--- config.mk ---
export PLATFORM = sky130hd
export DESIGN_NAME = axis_vpi_sink_fifo
export DESIGN_NICKNAME = d
export VERILOG_FILES = /design/src/rtl/axis_harness_pkg.sv /design/src/rtl/axis_fifo_mem.sv /design/src/rtl/axis_vpi_sink_fifo.sv
export SDC_FILE = /design/constraint.sdc
export NUM_CORES = 1
export LEC_CHECK = 0
export ABC_AREA = 0
export BUFFER_PORTS_ARGS = -buffer_cell sky130_fd_sc_hd__clkbuf_2
export CORE_UTILIZATION = 40
export CTS_BUF_LIST = sky130_fd_sc_hd__clkbuf_16
export DETAILED_ROUTE_END_ITERATION = 12
export PLACE_DENSITY_LB_ADDON = 0.05
export SLEW_MARGIN = 40
export SYNTH_ARGS = -nofsm -noshare
export SYNTH_HDL_FRONTEND = slang
export SYNTH_HIERARCHICAL = 1
export SYNTH_SLANG_ARGS = --single-unit
--- constraint.sdc ---
create_clock -name clk -period 3.5 [get_ports clk]
set_input_delay 0.175 -clock clk [delete_from_list [all_inputs] [get_ports clk]]
set_output_delay 0.175 -clock clk [all_outputs]
set_load 0.01 [all_outputs]
--- src/rtl/axis_harness_pkg.sv ---
// Shared defaults and beat type for the stream harness stages.
package axis_harness_pkg;

  localparam int DEF_DATA_W = 16;
  localparam int DEF_CNT_W  = 32;

  typedef struct packed {
    logic                  last;
    logic [DEF_DATA_W-1:0] data;
  } beat_t;

endpackage

--- src/rtl/axis_fifo_mem.sv ---
// FIFO storage: register array, one synchronous write port, asynchronous read port.
module axis_fifo_mem #(
  parameter int W     = 17,
  parameter int DEPTH = 8,
  parameter int AW    = $clog2(DEPTH)
) (
  input  logic          clk,
  input  logic          we,
  input  logic [AW-1:0] waddr,
  input  logic [W-1:0]  wdata,
  input  logic [AW-1:0] raddr,
  output logic [W-1:0]  rdata
);

  logic [W-1:0] mem [DEPTH];

  // Contents are deliberately never reset; level alone decides what is valid.
  always_ff @(posedge clk) begin
    if (we) mem[waddr] <= wdata;
  end

  assign rdata = mem[raddr];

endmodule

--- src/rtl/axis_vpi_sink_fifo.sv ---
// FWFT sink FIFO between the VPI stimulus task and the DUT stream input,
// with beat/packet counters and a sticky upstream-stall flag.
module axis_vpi_sink_fifo
  import axis_harness_pkg::*;
#(
  parameter int DATA_W = DEF_DATA_W,
  parameter int DEPTH  = 8,
  parameter int CNT_W  = DEF_CNT_W
) (
  input  logic                     clk,
  input  logic                     rst,
  input  logic [DATA_W-1:0]        s_tdata,
  input  logic                     s_tvalid,
  input  logic                     s_tlast,
  output logic                     s_tready,
  output logic [DATA_W-1:0]        m_tdata,
  output logic                     m_tvalid,
  output logic                     m_tlast,
  input  logic                     m_tready,
  output logic [$clog2(DEPTH):0]   level,
  output logic [CNT_W-1:0]         beat_cnt,
  output logic [CNT_W-1:0]         pkt_cnt,
  output logic                     overflow
);

  localparam int AW = $clog2(DEPTH);
  localparam int LW = AW + 1;

  logic [AW-1:0] wr_ptr, rd_ptr;
  logic [LW-1:0] level_q;
  logic          push, pop;
  logic [DATA_W:0] rd_word;

  assign s_tready = (level_q != LW'(DEPTH));
  assign m_tvalid = (level_q != '0);
  assign push     = s_tvalid & s_tready;
  assign pop      = m_tvalid & m_tready;
  assign level    = level_q;
  assign m_tdata  = rd_word[DATA_W-1:0];
  assign m_tlast  = rd_word[DATA_W];

  axis_fifo_mem #(
    .W     (DATA_W + 1),
    .DEPTH (DEPTH),
    .AW    (AW)
  ) u_mem (
    .clk   (clk),
    .we    (push),
    .waddr (wr_ptr),
    .wdata ({s_tlast, s_tdata}),
    .raddr (rd_ptr),
    .rdata (rd_word)
  );

  always_ff @(posedge clk) begin
    if (rst) begin
      wr_ptr   <= '0;
      rd_ptr   <= '0;
      level_q  <= '0;
      beat_cnt <= '0;
      pkt_cnt  <= '0;
      overflow <= 1'b0;
    end else begin
      if (push) wr_ptr <= wr_ptr + AW'(1);
      if (pop)  rd_ptr <= rd_ptr + AW'(1);
      case ({push, pop})
        2'b10:   level_q <= level_q + LW'(1);
        2'b01:   level_q <= level_q - LW'(1);
        default: level_q <= level_q;
      endcase
      if (push) begin
        beat_cnt <= beat_cnt + CNT_W'(1);
        if (s_tlast) pkt_cnt <= pkt_cnt + CNT_W'(1);
      end
      if (s_tvalid && !s_tready) overflow <= 1'b1;
    end
  end

endmodule

Word level (Yosys, flattened, before mapping)
Memories as Yosys holds them, arrays and structs flattened. A register that Yosys moved wholly into a read port is not among the register bits.
Index checks and enable logic that the tools add are counted.
{"block": "word_totals", "register_bits": 75, "input_bits": 21, "memories": 1, "wordCells": 28, "mem_bits_rw": 136, "out_inout_bits": 88}
{"memory": "u_mem.mem", "words": 8, "width": 17, "rd": 1, "rd_ports_with_merged_regs": 1, "wr": 1, "line_no": "axis_fifo_mem.sv:15", "source": "logic [W-1:0] mem [DEPTH];"}
{"block": "op_classes", "reduce_logical": 5, "muxes": 5, "bitwise": 2, "n_addsub": 6, "eq_ne": 3}
{"op": "adder 32 x 1 -> 32 bit, second input constant", "n": 2}
{"op": "case mux 4 bit (2 select lines)", "n": 1}
{"op": "adder 3 x 1 -> 3 bit, second input constant", "n": 2}
{"op": "2-to-1 mux 3 bit", "n": 2}
{"op": "adder 4 x 1 -> 4 bit, second input constant", "n": 1}
{"op": "!= test 4 bit, second input constant", "n": 1}
{"op": "nonzero test 4 bit", "n": 1}
{"op": "subtractor 4 x 1 -> 4 bit, second input constant", "n": 1}
{"op": "bitwise AND 1 bit", "n": 2}
{"op": "equality test 2 x 1 -> 1 bit, second input constant", "n": 1}
{"op": "equality test 2 bit, second input constant", "n": 1}
{"op": "2-to-1 mux 1 bit", "n": 2}
{"op": "AND reduction 2 bit", "n": 1}
{"op": "nonzero test 2 bit", "n": 1}
{"op": "logical AND 1 bit", "n": 1}
{"op": "zero test 1 bit", "n": 1}

Longest topological paths before layout
{"block": "logic_depth", "depth_word": 4, "depth_mapped": 10}

Modules after synthesis
The synthesis kept the hierarchy.
{"module": "axis_fifo_mem", "area_per_inst_um2": 5258.8, "seq_area_each_um2": 4083.9, "cells_per_inst": 210, "n_inst": 1}
{"module": "axis_vpi_sink_fifo", "area_per_inst_um2": 3688.5, "seq_area_each_um2": 1501.4, "cells_per_inst": 436, "n_inst": 1}

Worst setup path before layout
No wires, ideal clock.
{"block": "synth_path", "path_type": "register to register", "startpoint": "register level_q[0], in the netlist level[0]", "endpoint": "memory u_mem.mem[0][0] (enable)", "arrival_ns": 2.261, "stages_incl_launch_ff": 7, "required_time_ns": 3.087, "setup_time_ns": 0.413, "setup_slack_ns": 0.826, "synth_period_minus_slack_ns": 2.674, "n_path_buf": 0, "path_cell_list": "dfxtp_1 nor4b_2 inv_1 nand2_1 inv_1 nand2b_1 nor3_1"}
{"block": "synth_via", "elab_chain_cells": 4}
{"element": "start, declared", "line_no": "axis_vpi_sink_fifo.sv:30", "source": "logic [LW-1:0] level_q;"}
{"element": "start signal, assigned", "line_no": "axis_vpi_sink_fifo.sv:67", "source": "2'b10: level_q <= level_q + LW'(1);"}
{"element": "start signal, assigned", "line_no": "axis_vpi_sink_fifo.sv:68", "source": "2'b01: level_q <= level_q - LW'(1);"}
{"element": "start signal, assigned", "line_no": "axis_vpi_sink_fifo.sv:69", "source": "default: level_q <= level_q;"}
{"element": "!= test 4 bit", "line_no": "axis_vpi_sink_fifo.sv:34", "source": "assign s_tready = (level_q != LW'(DEPTH));"}
{"element": "bitwise AND 1 bit", "line_no": "axis_vpi_sink_fifo.sv:36", "source": "assign push = s_tvalid & s_tready;"}
{"element": "net push", "line_no": "axis_vpi_sink_fifo.sv:31", "source": "logic push, pop;"}
{"element": "2-to-1 mux 1 bit", "line_no": "axis_fifo_mem.sv:19", "source": "if (we) mem[waddr] <= wdata;"}
{"element": "2-to-1 mux 1 bit (implied by the code)", "line_no": "axis_fifo_mem.sv:19"}
{"element": "end, declared", "line_no": "axis_fifo_mem.sv:15"}
The timed path passes the listed nets, and every way through them passes these cells.

Worst setup path after layout
{"block": "layout_path", "startpoint": "register level_q[0], in the netlist level[0]", "endpoint": "register level_q[3], in the netlist level[3]"}
{"block": "layout_via", "elab_chain_cells": 4, "elab_cells_between_ends": 10, "cone_classes": "2 x add/sub; 3 x eq/ne; 1 x mux; 2 x bitwise; 2 x reduce/logical"}
{"element": "!= test 4 bit or nonzero test 4 bit (tied branches)", "line_no": "axis_vpi_sink_fifo.sv:34, axis_vpi_sink_fifo.sv:35"}
{"element": "bitwise AND 1 bit (on tied branches)", "line_no": "axis_vpi_sink_fifo.sv:36, axis_vpi_sink_fifo.sv:37"}
{"element": "equality test 2 x 1 -> 1 bit or equality test 2 bit (tied branches)", "line_no": "axis_vpi_sink_fifo.sv:66", "source": "case ({push, pop})"}
{"element": "case mux 4 bit (2 select lines) or nonzero test 2 bit (tied branches)"}
Several ways; a longest one is shown, not always the timed one.
A chain may end at the register's enable or synchronous reset.

==> impl_metrics.py <==
metrics = {
    "sta": {
        "finalMaxSlewViolations": 0,
        "rsz0062_at_grt": "no",
        "slew-limit-headroom_pct": 50.6,
        "fmax_ghz": 0.370,
        "finClkSkew_ns": 0.00486,
        "min_period_over_period_pct": 77.3,
        "worst_pin_slew_ns": 0.741,
        "finalSetupTns_ns": 0,
        "final_hold_viol_count": 0,
        "setup_viol": 0,
        "min_period_ns": 2.71,
    },
    "clocking": {
        "h-tree-depth": 1,
        "clk_pin_slew_ns": 0.06,
        "root_buffer": "clkbuf_16",
        "clk_latency_ns": 0.50,
        "cts_tree": "built",
        "cts_sinks": 211,
        "cts_buffer_depth": 3,
        "cts_made_buffers": 24,
    },
    "pwr": {
        "p_total_mw": 6.14,
        "power_density_nw_per_um2": 570,
        "total_leakage_power_nw": 3.78,
        "peakVddDrop_v": 0.000316,
    },
    "die": {
        "die-height_um": 152,
        "initial_core_util_pct": 40.9,
        "ios": 109,
        "core_um2": 21900,
        "die_w_um": 152,
        "dieArea_um2": 23000,
        "fp-row-count": 54,
    },
    "synthesis": {
        "async_reset_ff_share_pct": 0,
        "yosysTopAreaCellShare_pct": 45.6,
        "postSynthAreaPerCell_um2": 13.9,
        "ys_seq_area_share_pct": 62.4,
        "synth_ff_type": "edfxtp_1",
        "syn-num-nets": 675,
        "synth_area_leaders": "edfxtp_1 46%, dfxtp_1 17%, mux4_1 7.0%, mux2_2 3.3%, a21oi_1 2.5%",
        "synth_edf_count": 136,
        "netlist_area_um2": 8950,
        "yosys.area.top_type": "edfxtp_1",
        "ys_types": 39,
        "synth-seq-cells": 211,
        "synth-warning-count": 6,
        "syn_inst": 646,
    },
    "finish": {
        "finalNetCount": 808,
        "fill_cells": 1982,
        "post_route_cells_drive_above_1_share_pct": 25.7,
        "diodes": 0,
        "areaGrowthSynthToFinish_pct": 20.4,
    },
    "detailed_routing": {
        "drc": 0,
        "wl_um": 19400,
        "drt_iter0_drc": 221,
        "viasPerCell": 5.40,
        "drt_first_pass_iters": 4,
        "postRouteAntennaNets": 0,
        "detail_route.wl_per_cell_um": 18.0,
        "route.vias.total": 5814,
    },
    "place": {
        "globalplace.congestion": 0.809,
        "port-buffer-count": 108,
        "dpl.hpwl_um": 12200,
    },
    "global_routing": {
        "grt_max_degree": 35,
        "grt.overflow.total": 0,
        "grt.total_usage_pct": 17.1,
        "grt_pass1_wl_um": 30400,
        "antenna_found_initial": 0,
        "grt_pass1_vias": 5709,
    },
    "min_path": {
        "holdPathStages": 1,
        "hold_class": "primary input to register",
        "hold_path.startpoint": "s_tlast",
        "hold_end": "u_mem/mem[2][16]",
    },
    "critical_path": {
        "crit_required_ns": 3.89,
        "worstReg2RegEnd": "level[3]",
        "timing.rr.start": "level[0]",
        "worst_setup_path_end_kind": "register",
        "critical_path_class": "register to register",
        "reg2reg_depth": 10,
        "ff2ff_setup_slack_ns": 0.79,
        "critPathArrivalTime_ns": 3.10,
        "worstPathMaxFanout": 17,
        "cp-start-kind": "register",
    },
    "outcome": {
        "status": "finished clean",
    },
    "job": {
        "maxCapViolations": 0,
    },
}
cell usage after synthesis, drive strengths merged, types with 3 or more instances:
cell type	count
nor4	10
nor2b	9
mux4	34
nand2b	3
ha	7
o31ai	24
edfxtp	136
clkbuf	23
mux2	26
and3	6
inv	14
and2	3
nand2	28
xor2	15
nand3	23
or4	30
or3	15
dfxtp	75
xnor2	7
nor3	5
o21ai	13
nor2	44
and4	9
nand4	22
buf	12
a21oi	45
power breakdown:
group	total, mW	switching (mW)	internal [mW]	leakage (nW)
logic	0.840	0.439	0.401	1.53
registers	2.85	0.0850	2.77	1.84
clock network	2.44	0.943	1.50	0.413
total	6.14	1.47	4.67	3.78
area by class of cell:
type | instances | area (um^2) | share of cell area (%)
Sequential cell | 211 | 5590 | 51.9
Clock buffer | 25 | 626 | 5.81
Clock inverter | 19 | 155 | 1.44
Tap cell | 280 | 350 | 3.25
Timing Repair Buffer | 142 | 851 | 7.90
Inverter | 14 | 52.6 | 0.488
Multi-Input combinational cell | 386 | 3150 | 29.3
stage by stage:
step	worst slack, ns	hold WS (ns)	utilization [%]	std cells	area, um^2
2_1_floorplan	0.826	0.274	-	646	8950
3_3_place_gp	0.836	0.447	44.8	1016	9820
3_5_place_dp	0.777	0.461	44.8	1016	9820
4_1_cts	0.757	0.0392	49.2	1077	10800
5_1_grt	0.549	0.0633	49.2	1077	10800
6_report	0.794	0.0556	49.2	1077	10800
sequential cells by signal, summed over array words and instances, names as in the netlist:
signal and flops:
pkt_cnt 32, beat_cnt 32, overflow 1, level 4, rd_ptr 3, u_mem/mem 136, wr_ptr 3
layer usage:
| metal | track usage [%] | share of wire [%] | vias up |
|---|---|---|---|
| li1 | - | - | 2812 |
| met1 | 21.9 | 44 | 2851 |
| met2 | 29.3 | 50 | 122 |
| met3 | 3.56 | 5.1 | 29 |
| met4 | 5.00 | 1.8 | 0 |
| met5 | 0 | 0 | - |
logic make-up after synthesis:
kind of cell | count (synthesis) | share of synthesized area (%)
adder cells (fa/ha/maj) | 8 | 1.20
flip-flops | 211 | 62.4
XOR/XNOR | 22 | 2.15
buffers and inverters | 49 | 2.53
AND/OR/NAND/NOR | 209 | 13.1
AO/OA/AOI/OAI | 86 | 5.65
multiplexers | 61 | 12.9
worst max-delay path by stage:
stage / cells past startpoint / slack, ns / start / to
2_1_floorplan: 6 / 0.83 / level[0] / u_mem/mem[0][0]
3_3_place_gp: 9 / 0.84 / level[0] / level[3]
3_5_place_dp: 10 / 0.78 / level[0] / level[3]
4_1_cts: 4 / 0.76 / rd_ptr[0] / m_tdata[4]
5_1_grt: 10 / 0.55 / level[0] / level[3]
6_report: 10 / 0.79 / level[0] / level[3]
critical path, cell delays in order, from the launching register on:
cell and delay, ns:
dfxtp_1 0.37, nor4b_2 0.28, buf_4 0.24, inv_1 0.07
nand2_1 0.20, ha_1 0.27, ha_1 0.25, a21o_1 0.17
a21oi_1 0.17, mux2i_1 0.22, mux2_2 0.34
layout by cell type, fill, tap and decap left out, drive strengths merged, types with 24 or more instances in the layout:
| master | count |
|---|---|
| edfxtp | 136 |
| o31ai | 24 |
| or4 | 30 |
| a21oi | 45 |
| clkbuf | 133 |
| nand2 | 28 |
| mux2 | 26 |
| mux4 | 34 |
| dfxtp | 75 |
| nor2 | 44 |
repair_timing:
action	in CTS	in global routing
endpoints found under the hold margin	129	0
setup buffers	0	0
hold buffers	17	0
resized for setup	0	0
(Power assumes the default switching activity.)
